## config.mk

```make
export PLATFORM = sky130hd
export DESIGN_NAME = i2c_target_flat
export DESIGN_NICKNAME = d
export VERILOG_FILES = /design/src/rtl/i2c_target_pkg.sv /design/src/rtl/i2c_target_if.sv /design/src/rtl/i2c_target_line_filter.sv /design/src/rtl/i2c_target.sv /design/src/flat_wrapper.sv
export SDC_FILE = /design/constraint.sdc
export NUM_CORES = 1
export LEC_CHECK = 0
export CAP_MARGIN = 20
export CORE_AREA = 2 2 87 89
export CTS_BUF_LIST = sky130_fd_sc_hd__clkbuf_4 sky130_fd_sc_hd__clkbuf_8
export CTS_CLUSTER_SIZE = 16
export DETAILED_ROUTE_END_ITERATION = 8
export DIE_AREA = 0 0 89 91
export HOLD_SLACK_MARGIN = 0.1
export PLACE_DENSITY = 0.57
export SYNTH_ARGS = -nofsm -noshare
export SYNTH_HDL_FRONTEND = slang
export SYNTH_SLANG_ARGS = --single-unit
```

## constraint.sdc

```tcl
create_clock -name clk -period 2.1 [get_ports clk]
set_input_delay 0.525 -clock clk [delete_from_list [all_inputs] [get_ports clk]]
set_output_delay 0.525 -clock clk [all_outputs]
set_load 0.05 [all_outputs]
```

## src/rtl/i2c_target_pkg.sv

```systemverilog
// Shared I2C definitions: FSM state encoding, bus-level ACK/NACK values and the address-match helper.
// Kept in a package so a future I2C master can reuse the same encodings.
package i2c_target_pkg;

   typedef enum logic [3:0] {
      ST_IDLE,
      ST_ADDR,
      ST_ADDR_ACK,
      ST_PTR,
      ST_PTR_ACK,
      ST_WDATA,
      ST_WDATA_ACK,
      ST_RDATA,
      ST_RDATA_ACK,
      ST_IGNORE
   } state_e;

   localparam logic ACK  = 1'b0;
   localparam logic NACK = 1'b1;

   function automatic logic addr_match(input logic [7:0] addr_byte, input logic [6:0] dev_addr);
      return (addr_byte[7:1] == dev_addr);
   endfunction

endpackage

```

## src/rtl/i2c_target_if.sv

```systemverilog
// Pin and local register-bus signals of the I2C target; slave = the target, master = surrounding fabric/pins.
interface i2c_target_if #(
   parameter int REG_ADDR_BITS = 8
);
   logic                     scl_in;
   logic                     sda_in;
   logic                     sda_out;
   logic [REG_ADDR_BITS-1:0] reg_addr;
   logic [7:0]               reg_wdata;
   logic                     reg_wr;
   logic                     reg_rd;
   logic [7:0]               reg_rdata;
   logic                     busy;

   modport slave (
      input  scl_in, sda_in, reg_rdata,
      output sda_out, reg_addr, reg_wdata, reg_wr, reg_rd, busy
   );

   modport master (
      output scl_in, sda_in, reg_rdata,
      input  sda_out, reg_addr, reg_wdata, reg_wr, reg_rd, busy
   );
endinterface

```

## src/rtl/i2c_target_line_filter.sv

```systemverilog
// Two-flop synchronizer plus a FILTER_LEN-sample agreement filter for one I2C line.
// Level idles high; rise/fall pulse for one clk in the cycle the filtered level changes.
module i2c_target_line_filter #(
   parameter int FILTER_LEN = 3
) (
   input  logic clk,
   input  logic reset,
   input  logic pin_i,
   output logic lvl_o,
   output logic rise_o,
   output logic fall_o
);
   localparam int CW = $clog2(FILTER_LEN + 1);

   logic          sync1_q, sync2_q, lvl_q, rise_q, fall_q;
   logic [CW-1:0] cnt_q;

   always_ff @(posedge clk) begin
      if (reset) begin
         sync1_q <= 1'b1;
         sync2_q <= 1'b1;
         lvl_q   <= 1'b1;
         rise_q  <= 1'b0;
         fall_q  <= 1'b0;
         cnt_q   <= '0;
      end else begin
         sync1_q <= pin_i;
         sync2_q <= sync1_q;
         rise_q  <= 1'b0;
         fall_q  <= 1'b0;
         // The new level must persist for FILTER_LEN consecutive samples before it is accepted.
         if (sync2_q == lvl_q) begin
            cnt_q <= '0;
         end else if (cnt_q == CW'(FILTER_LEN - 1)) begin
            lvl_q  <= sync2_q;
            rise_q <= sync2_q;
            fall_q <= ~sync2_q;
            cnt_q  <= '0;
         end else begin
            cnt_q <= cnt_q + CW'(1);
         end
      end
   end

   assign lvl_o  = lvl_q;
   assign rise_o = rise_q;
   assign fall_o = fall_q;
endmodule

```

## src/rtl/i2c_target.sv

```systemverilog
// I2C target: START/STOP decode, 7-bit address match, auto-incrementing register pointer,
// single-cycle reg_wr/reg_rd strobes on the local register bus. No clock stretching.
module i2c_target
   import i2c_target_pkg::*;
#(
   parameter logic [6:0] DEV_ADDR      = 7'h50,
   parameter int         REG_ADDR_BITS = 8,
   parameter int         FILTER_LEN    = 3
) (
   input  logic         clk,
   input  logic         reset,
   i2c_target_if.slave  bus
);
   localparam int RAB = REG_ADDR_BITS;

   logic scl_f, scl_rise, scl_fall, sda_f, sda_rise, sda_fall;

   i2c_target_line_filter #(.FILTER_LEN(FILTER_LEN)) u_scl_filt (
      .clk(clk), .reset(reset), .pin_i(bus.scl_in),
      .lvl_o(scl_f), .rise_o(scl_rise), .fall_o(scl_fall)
   );

   i2c_target_line_filter #(.FILTER_LEN(FILTER_LEN)) u_sda_filt (
      .clk(clk), .reset(reset), .pin_i(bus.sda_in),
      .lvl_o(sda_f), .rise_o(sda_rise), .fall_o(sda_fall)
   );

   state_e         state_q;
   logic [2:0]     bit_cnt_q;
   logic [6:0]     rx_q;
   logic [6:0]     tx_q;
   logic           rw_q, rd_pend_q, sda_out_q, reg_wr_q, reg_rd_q, busy_q;
   logic [RAB-1:0] reg_addr_q;
   logic [7:0]     reg_wdata_q;

   logic       start_det, stop_det, last_bit;
   logic [7:0] rx_byte;

   assign start_det = sda_fall & scl_f;
   assign stop_det  = sda_rise & scl_f;
   assign rx_byte   = {rx_q, sda_f};
   assign last_bit  = (bit_cnt_q == 3'd7);

   always_ff @(posedge clk) begin
      if (reset) begin
         state_q     <= ST_IDLE;
         bit_cnt_q   <= 3'd0;
         rx_q        <= 7'd0;
         tx_q        <= 7'd0;
         rw_q        <= 1'b0;
         rd_pend_q   <= 1'b0;
         sda_out_q   <= 1'b1;
         reg_wr_q    <= 1'b0;
         reg_rd_q    <= 1'b0;
         busy_q      <= 1'b0;
         reg_addr_q  <= '0;
         reg_wdata_q <= 8'd0;
      end else begin
         reg_wr_q  <= 1'b0;
         reg_rd_q  <= 1'b0;
         rd_pend_q <= reg_rd_q;
         if (start_det) begin
            state_q   <= ST_ADDR;
            bit_cnt_q <= 3'd0;
            sda_out_q <= 1'b1;
            rd_pend_q <= 1'b0;
         end else if (stop_det) begin
            state_q   <= ST_IDLE;
            sda_out_q <= 1'b1;
            busy_q    <= 1'b0;
            rd_pend_q <= 1'b0;
         end else begin
            // Fabric returns read data the clk after reg_rd; put its MSB on the line straight away.
            if (rd_pend_q && state_q == ST_RDATA) begin
               tx_q      <= bus.reg_rdata[6:0];
               sda_out_q <= bus.reg_rdata[7];
            end
            case (state_q)
               ST_ADDR, ST_PTR, ST_WDATA: begin
                  if (scl_rise) begin
                     rx_q      <= rx_byte[6:0];
                     bit_cnt_q <= bit_cnt_q + 3'd1;
                     if (last_bit) begin
                        case (state_q)
                           ST_ADDR: begin
                              if (addr_match(rx_byte, DEV_ADDR)) begin
                                 busy_q  <= 1'b1;
                                 rw_q    <= rx_byte[0];
                                 state_q <= ST_ADDR_ACK;
                              end else begin
                                 busy_q  <= 1'b0;
                                 state_q <= ST_IGNORE;
                              end
                           end
                           ST_PTR: begin
                              reg_addr_q <= RAB'(rx_byte);
                              state_q    <= ST_PTR_ACK;
                           end
                           default: begin
                              reg_wdata_q <= rx_byte;
                              reg_wr_q    <= 1'b1;
                              state_q     <= ST_WDATA_ACK;
                           end
                        endcase
                     end
                  end
               end
               // bit_cnt_q doubles as ACK phase: 0 = waiting for the fall that opens the ACK slot.
               ST_ADDR_ACK, ST_PTR_ACK, ST_WDATA_ACK: begin
                  if (scl_fall) begin
                     if (bit_cnt_q == 3'd0) begin
                        sda_out_q <= ACK;
                        bit_cnt_q <= 3'd1;
                     end else begin
                        bit_cnt_q <= 3'd0;
                        case (state_q)
                           ST_ADDR_ACK: begin
                              if (rw_q) begin
                                 reg_rd_q <= 1'b1;
                                 state_q  <= ST_RDATA;
                              end else begin
                                 sda_out_q <= 1'b1;
                                 state_q   <= ST_PTR;
                              end
                           end
                           ST_PTR_ACK: begin
                              sda_out_q <= 1'b1;
                              state_q   <= ST_WDATA;
                           end
                           default: begin
                              sda_out_q  <= 1'b1;
                              reg_addr_q <= reg_addr_q + RAB'(1);
                              state_q    <= ST_WDATA;
                           end
                        endcase
                     end
                  end
               end
               ST_RDATA: begin
                  if (scl_fall) begin
                     tx_q      <= {tx_q[5:0], 1'b0};
                     sda_out_q <= tx_q[6];
                  end
                  if (scl_rise) begin
                     bit_cnt_q <= bit_cnt_q + 3'd1;
                     if (last_bit) state_q <= ST_RDATA_ACK;
                  end
               end
               ST_RDATA_ACK: begin
                  if (scl_fall) begin
                     if (bit_cnt_q == 3'd0) begin
                        sda_out_q <= 1'b1;
                        bit_cnt_q <= 3'd1;
                     end else begin
                        bit_cnt_q  <= 3'd0;
                        reg_addr_q <= reg_addr_q + RAB'(1);
                        reg_rd_q   <= 1'b1;
                        state_q    <= ST_RDATA;
                     end
                  end
                  if (scl_rise && sda_f == NACK) begin
                     state_q <= ST_IGNORE;
                     busy_q  <= 1'b0;
                  end
               end
               default: ;
            endcase
         end
      end
   end

   assign bus.sda_out   = sda_out_q;
   assign bus.reg_addr  = reg_addr_q;
   assign bus.reg_wdata = reg_wdata_q;
   assign bus.reg_wr    = reg_wr_q;
   assign bus.reg_rd    = reg_rd_q;
   assign bus.busy      = busy_q;
endmodule
```

## src/flat_wrapper.sv

```systemverilog
// flat-port wrapper written by rule: the top's interface ports become plain ports
module i2c_target_flat import i2c_target_pkg::*;
#(
   parameter logic [6:0] DEV_ADDR      = 7'h50,
   parameter int         REG_ADDR_BITS = 8,
   parameter int         FILTER_LEN    = 3
)
  (clk, reset, bus_scl_in, bus_sda_in, bus_reg_rdata, bus_sda_out, bus_reg_addr, bus_reg_wdata, bus_reg_wr, bus_reg_rd, bus_busy);
  i2c_target_if #(.REG_ADDR_BITS(REG_ADDR_BITS)) bus_i ();
  input  logic clk;
  input  logic reset;
  input wire logic [$bits(bus_i.scl_in)-1:0] bus_scl_in;
  input wire logic [$bits(bus_i.sda_in)-1:0] bus_sda_in;
  input wire logic [$bits(bus_i.reg_rdata)-1:0] bus_reg_rdata;
  output wire logic [$bits(bus_i.sda_out)-1:0] bus_sda_out;
  output wire logic [$bits(bus_i.reg_addr)-1:0] bus_reg_addr;
  output wire logic [$bits(bus_i.reg_wdata)-1:0] bus_reg_wdata;
  output wire logic [$bits(bus_i.reg_wr)-1:0] bus_reg_wr;
  output wire logic [$bits(bus_i.reg_rd)-1:0] bus_reg_rd;
  output wire logic [$bits(bus_i.busy)-1:0] bus_busy;
  assign bus_i.scl_in = bus_scl_in;
  assign bus_i.sda_in = bus_sda_in;
  assign bus_i.reg_rdata = bus_reg_rdata;
  assign bus_sda_out = bus_i.sda_out;
  assign bus_reg_addr = bus_i.reg_addr;
  assign bus_reg_wdata = bus_i.reg_wdata;
  assign bus_reg_wr = bus_i.reg_wr;
  assign bus_reg_rd = bus_i.reg_rd;
  assign bus_busy = bus_i.busy;
  i2c_target #(.DEV_ADDR(DEV_ADDR), .REG_ADDR_BITS(REG_ADDR_BITS), .FILTER_LEN(FILTER_LEN)) u_core (.clk(clk), .reset(reset), .bus(bus_i));
endmodule
```

==> results of run 1 <==
==> synthesized netlist by cell type (2+ instances only) <==
cell type | count | area (um2)
nor4bb_1 | 4 | 40.0
nand2b_1 | 2 | 12.5
a31oi_1 | 4 | 25.0
o31ai_1 | 5 | 37.5
buf_6 | 3 | 33.8
a21oi_1 | 18 | 90.1
mux2i_1 | 18 | 180
nand3_1 | 7 | 35.0
o21ai_0 | 7 | 35.0
o22ai_1 | 7 | 43.8
dfxtp_1 | 57 | 1140
o311ai_0 | 6 | 52.6
ha_1 | 6 | 75.1
inv_1 | 15 | 56.3
o21a_1 | 4 | 30.0
or2_2 | 4 | 25.0
clkbuf_1 | 13 | 48.8
o31a_1 | 2 | 17.5
and3_1 | 5 | 31.3
xnor2_1 | 2 | 17.5
buf_2 | 6 | 30.0
or3_1 | 5 | 31.3
nor2_1 | 38 | 143
a32oi_1 | 2 | 17.5
nand3b_1 | 3 | 22.5
nor4b_1 | 2 | 17.5
a22oi_1 | 4 | 30.0
and2_1 | 3 | 18.8
a221oi_1 | 10 | 87.6
and4b_1 | 2 | 20.0
nor3_1 | 4 | 20.0
nor2b_1 | 3 | 18.8
or2_1 | 2 | 12.5
nand2_1 | 23 | 86.3
==> metrics by stage <==
| step | area [um2] | setup slack, ps |
|---|---|---|
| after floorplan | 2800 | 124 |
| after global placement | 3340 | 193 |
| after detailed placement | 3340 | 146 |
| after CTS | 3570 | 7.16 |
| after global routing | 3590 | 7.25 |
| final | 3590 | 82.3 |
==> power by group <==
group | internal, mW | total (mW) | leakage [nW] | switching, mW
Sequential | 1.09 | 1.09 | 0.461 | 0.00254
Combinational | 0.0295 | 0.0567 | 0.872 | 0.0272
Clock | 0.729 | 1.18 | 0.115 | 0.455
==> flip-flops by register name (all words and copies together) (netlist names), 2 cells and up <==
register,count
u_core.bus.reg_wdata,8
u_core.u_sda_filt.cnt_q,2
u_core.u_scl_filt.cnt_q,2
u_core.tx_q,7
u_core.bit_cnt_q,3
u_core.bus.reg_addr,8
u_core.rx_q,7
u_core.state_q,4
==> placed cells by master, fill, tap and decap left out, types with 3 or more instances in the layout <==
cell type,count
a21oi_1,17
a221oi_1,10
a22oi_1,4
a31oi_1,4
and2_1,3
and3_1,5
buf_4,34
clkbuf_8,11
clkdlybuf4s50_1,23
dfxtp_1,56
dlymetal6s2s_1,3
ha_1,6
inv_1,15
mux2i_1,18
nand2_1,23
nand3_1,7
nand3b_1,3
nor2_1,38
nor2b_1,3
nor3_1,4
nor4bb_1,4
o21a_1,4
o21ai_0,7
o22ai_1,7
o311ai_0,4
o31ai_1,5
or2_2,4
or3_1,5
==> how the worst min path moves through the flow <==
stage                                                      from                               endpoint  slack [ps]  cells past startpoint
after CTS                  u_core.u_sda_filt.sync1_q$_SDFF_PP1_   u_core.u_sda_filt.sync2_q$_SDFF_PP1_         410                      1
final                     u_core.u_scl_filt.cnt_q[0]$_SDFF_PP0_  u_core.u_scl_filt.cnt_q[0]$_SDFF_PP0_         410                      1
after global routing       u_core.u_scl_filt.sync1_q$_SDFF_PP1_   u_core.u_scl_filt.sync2_q$_SDFF_PP1_         430                      1
after detailed placement   u_core.u_sda_filt.sync1_q$_SDFF_PP1_   u_core.u_sda_filt.sync2_q$_SDFF_PP1_         390                      1
after global placement     u_core.u_sda_filt.sync1_q$_SDFF_PP1_   u_core.u_sda_filt.sync2_q$_SDFF_PP1_         390                      1
after floorplan            u_core.u_scl_filt.sync1_q$_SDFF_PP1_   u_core.u_scl_filt.sync2_q$_SDFF_PP1_         390                      1
==> layout make-up <==
| type | count | area, um2 | share of cell area |
|---|---|---|---|
| Clock buffer | 11 | 151 | 0.0422 |
| Inverter | 16 | 60.1 | 0.0167 |
| Tap cell | 99 | 124 | 0.0345 |
| Clock inverter | 5 | 77.6 | 0.0216 |
| Multi-Input combinational cell | 226 | 1490 | 0.415 |
| Sequential cell | 57 | 1140 | 0.319 |
| Timing Repair Buffer | 61 | 543 | 0.151 |
==> timing repair <==
action / CTS / global route
gates resized for setup: 0 / 7
setup endpoints to repair: 0 / 7
buffers inserted: 0 / 0
==> cell families (layout without fill, tap and decap cells) <==
| family | count (synthesis) | count (layout) | share of synthesized area |
|---|---|---|---|
| adder cells (fa/ha/maj) | 6 | 6 | 0.0268 |
| AND/OR/NAND/NOR | 114 | 114 | 0.212 |
| buffers and inverters | 38 | 93 | 0.0617 |
| flip-flops | 57 | 57 | 0.408 |
| multiplexers | 19 | 19 | 0.0684 |
| XOR/XNOR | 2 | 2 | 0.00626 |
| AO/OA/AOI/OAI | 85 | 85 | 0.217 |
==> metal layers <==
layer  wire [um]  vias to the layer above  track usage
met3         431                       10       0.0618
met2        3020                       77        0.262
met4          90                        0       0.0498
li1            -                     1285            -
met5           0                        -            0
met1        3490                     1231        0.260
==> metrics, run 1 <==
routed vias/inst 5.48; min Tclk post-route 2020 ps; Seq/Total Area, Yosys 0.408; Hold Crit Class register to register; f_max 0.496 GHz; grt total ovfl 0; io pins 32; Die Footprint slightly above 8000 um2; dominant synthesized flop cell dfxtp_1; Slowest cell on crit path clkdlybuf4s50_1; CP Buf/Inv Count 1; Tot Pwr 2.33 mW; Fin Clk Skew slightly above 7 ps; via count 2,603; critical path required time 1570 ps; initial DRC count 205; CP Capture Point bus_sda_out; final non-filler cell total 475; clock latency on the worst-skew pair 330 ps; # rows 31; WHS 408 ps; Synthesized Nets 339; peak supply drop 0.371 mV; Area Growth Syn to Fin 28.2%; synthesized cell area about 2800 um2; fin crit share 0.961; worst endpoint data arrival time 1490 ps; count of final max-slew check failures 0; WS Path Type register to output pin; Post-synth EDFFs 0; GPL Wtd Cong 0.918; CTS sink cnt 57; Startpoint Class register; final core occ 0.502; placed cells 459; Seq cells post-synth 57; Core Area around 7100 um2; worst-margin pin slew 521 ps; worst setup path startpoint u_core.bus.sda_out$_SDFF_PP1_; # port buffers 31; filler instances a little under 700; Post-Route Setup TNS 0 ps; number of global-route vias before repair 2,366; clock-pin slew on the worst setup and hold paths 70 ps; CP peak stage delay 810 ps; Remaining DRCs 0; Die Width 89 um; first drt pass iteration count 4; Syn. warnings 0; WL/cell 14.8 um; GRT Total Usage 0.183; TritonCTS clock tree done; RSZ-0062 raised after global routing no; Cells after Synth between 300 and 400; drt total wl 7.04 mm; Initial Utilization 0.392; Crit Reg-Reg Endpoint u_core.bus.reg_addr[5]$_SDFFE_PP0P_; Leakage 1.45 nW; crit-path max FO 3; synth unique cells 59; Final ANT Viol Nets 0; Hold Violations, Final 0; FF-to-FF Start u_core.bit_cnt_q[0]$_SDFFE_PP0P_; initial antenna violation count 0; Post-CTS Hold Fix Bufs 0; Max clock buf depth 2; family with the most delay on the worst path buffers and inverters; first-pass GRT wire length 11.8 mm; share of post-route cells with drive strength above 1 0.160; CTS Buf Count 9; Rel. slew slack 0.652; CTS Root Cell clkbuf_8; Final HPWL DP 4.95 mm; worst path cell trace clkdlybuf4s50_1; Synth async-reset ratio 0; r2r worst-path depth 7; Worst path depth 1; status complete, no violations; H-tree Lvls 3; pwr dens 649 nW/um2; Total Nets Final between 300 and 400; die height 91 um; syn avg cell area approximately 8.7 um2; Crit. End Element output pin; Antenna Cells 0; max-cap violations 0; largest net degree at the start of global routing 31; Final setup viols 0; Worst R2R Setup Slack 130 ps
Power figures use the tool's default switching activity.
==> run 2, diff against run 1 <==
SYNTH_HIERARCHICAL = 1   (was default)
==> run 2 against run 1 <==
Critical path depth stayed put; combinational power hardly changed; hold slack better by 5.2 ps; clock-buffer cell count is 1 lower; highest routed layer unchanged.
==> metrics, run 2 <==
H-tree Lvls 3 (unchanged); f_max 0.494 GHz (-0.33%); Total Nets Final 371 (-4.6%); filler instances 701 (+0.72%); Syn. warnings 6 (+6); synth unique cells 56 (-5.1%); # port buffers 31 (unchanged); Post-synth EDFFs 0 (unchanged); busiest grt layer met2; WS Path Type register to output pin; WHS 413 ps (+5.24 ps); grt total ovfl 0 (unchanged); count of final max-slew check failures 0 (unchanged); Max clock buf depth 2 (unchanged); drt total wl 6.57 mm (-6.6%); Synthesized Nets 322 (-5.0%); worst endpoint data arrival time 1500 ps (about the same); TritonCTS clock tree done; io pins 32 (unchanged); Slowest cell on crit path clkdlybuf4s50_1; Post-Route Setup TNS 0 ps (unchanged); Startpoint Class register; Die Footprint 8100 um2 (unchanged); Die Width 89 um (unchanged); family with the most delay on the worst path buffers and inverters; Hold Violations, Final 0 (unchanged); most frequent cell after synthesis dfxtp_1; # rows 31 (unchanged); first-pass GRT wire length 11.2 mm (-5.0%); die height 91 um (unchanged); CP Buf/Inv Count 1 (unchanged); commonest cells after routing, fill and taps aside dfxtp_1 (57), nor2_1 (32), buf_4 (25); Synth async-reset ratio 0 (unchanged); top cell type's share of synthesized area 0.413 (+0.00536); commonest cells in the netlist dfxtp_1 (57), nor2_1 (33), mux2i_1 (20); crit-path max FO 3 (unchanged); worst-margin pin slew 558 ps (+36.5 ps); met1 Use GR 0.235 (-0.0257); pwr dens 622 nW/um2 (-4.2%); number of global-route vias before repair 2,323 (-1.8%); final core occ 0.488 (-0.0147); GPL Wtd Cong 0.910 (-0.88%); Area Growth Syn to Fin 26.1%; Hold Crit Class register to register; largest net degree at the start of global routing 31 (unchanged); Antenna Cells 0 (unchanged); max-cap violations 0 (unchanged); dominant synthesized flop cell dfxtp_1; Rel. slew slack 0.628 (-0.0238); Tot Pwr 2.17 mW (-7.0%); Initial Utilization 0.387 (-0.00508); synthesized cell area 2760 um2 (-1.3%); Fin Clk Skew 6.34 ps (-0.831 ps); Final HPWL DP 4.66 mm (-5.8%); GRT met2 Usage 0.266 (+0.00435); RSZ-0062 raised after global routing no; Final Cell Area 3480 um2 (-2.9%); Crit. End Element output pin; Cells after Synth 304 (-5.3%); first drt pass iteration count 4 (unchanged); Remaining DRCs 0 (unchanged); Seq cells post-synth 57 (unchanged); fin crit share 0.964 (+0.00319); GR Util met3 0.0636 (+0.00182); CTS sink cnt 57 (unchanged); clock-pin slew on the worst setup and hold paths 70 ps (about the same); min Tclk post-route 2020 ps (+6.70 ps); via count 2,390 (-8.2%); share of post-route cells with drive strength above 1 0.196 (+0.0360); status complete, no violations; CTS Buf Count 9 (unchanged); WL/cell 14.4 um (-2.9%); GRT Total Usage 0.175 (-0.00733); Core Area 7140 um2 (unchanged); critical path required time 1570 ps (about the same); CTS Root Cell clkbuf_8; worst path cell trace clkdlybuf4s50_1; commonest non-fill, non-tap cell in the layout dfxtp_1; largest cells by area after synthesis dfxtp_1 (41%), mux2i_1 (7.2%), nor2_1 (4.5%), a21oi_1 (2.7%), ha_1 (2.7%); Final setup viols 0 (unchanged); CP peak stage delay 810 ps (about the same); Seq/Total Area, Yosys 0.413 (+0.00536); Post-DP Area 3260 um2 (-2.5%); routed vias/inst 5.23 (-4.6%); Synth area leader dfxtp_1; initial antenna violation count 0 (unchanged); peak supply drop 0.482 mV (+30%); syn avg cell area 9.08 um2 (+4.2%); initial DRC count 157 (-23%); Final ANT Viol Nets 0 (unchanged); clock latency on the worst-skew pair 340 ps (about the same); Leakage 1.37 nW (-5.4%)
## run 2: path summary, 6_finish.rpt
| path | endpoint | from | slack [ps] | depth (start not counted) |
|---|---|---|---|---|
| worst max-delay path | bus_sda_out | u_core/bus.sda_out$_SDFF_PP1_ | 80 | 1 |
| worst min-delay path | u_core/u_scl_filt/sync2_q$_SDFF_PP1_ | u_core/u_scl_filt/sync1_q$_SDFF_PP1_ | 410 | 1 |
| worst max register to register | u_core/state_q[0]$_SDFFE_PP0P_ | u_core/bit_cnt_q[0]$_SDFFE_PP0P_ | 120 | 7 |
| worst min register to register | u_core/u_scl_filt/sync2_q$_SDFF_PP1_ | u_core/u_scl_filt/sync1_q$_SDFF_PP1_ | 410 | 1 |
## run 2: power by group
part | switching [mW] | total, mW | leakage, nW | internal [mW]
Combinational | 0.0261 | 0.0568 | 0.814 | 0.0306
Sequential | 0.00262 | 1.09 | 0.460 | 1.09
Clock | 0.457 | 1.02 | 0.0963 | 0.564
## run 2: layout make-up
class / count / area (um2) / area share
multi-input cells: 215 / 1480 / 0.426
clock buffers: 10 / 131 / 0.0377
well taps: 99 / 124 / 0.0356
inverters: 18 / 67.6 / 0.0194
clock inverters: 6 / 67.6 / 0.0194
repair buffers: 52 / 468 / 0.134
flip-flops and latches: 57 / 1140 / 0.328
## run 2: metrics by stage
step | cells | setup slack (ps)
final | 457 | 75.6
after global routing | 457 | 4.21
after CTS | 455 | 28.5
after detailed placement | 439 | 122
after global placement | 439 | 166
after floorplan | 304 | 232
## run 2: logic make-up (layout without fill, tap and decap cells)
kind of cell	count (synthesis)	count (layout)	share of synthesized area
and+or+nand+nor	110	110	0.222
AOI/OAI and AO/OA	75	75	0.200
DFF	57	57	0.413
buffers and inverters	32	86	0.0512
muxes	21	21	0.0766
adders and majority gates	6	6	0.0272
xor gates and xnor gates	3	3	0.00952
## run 2: repair_timing
action | in CTS | in global routing
gates resized for setup | 0 | 3
hold endpoints to repair | 0 | 0
hold buffers | 0 | 0
setup buffers | 0 | 2
setup endpoints to repair | 0 | 15
## run 2: metal layers
metal	routed length [um]	vias to the layer above
li1	-	1220
met1	3180	1109
met2	2940	54
met3	372	7
met4	84	0
met5	0	-
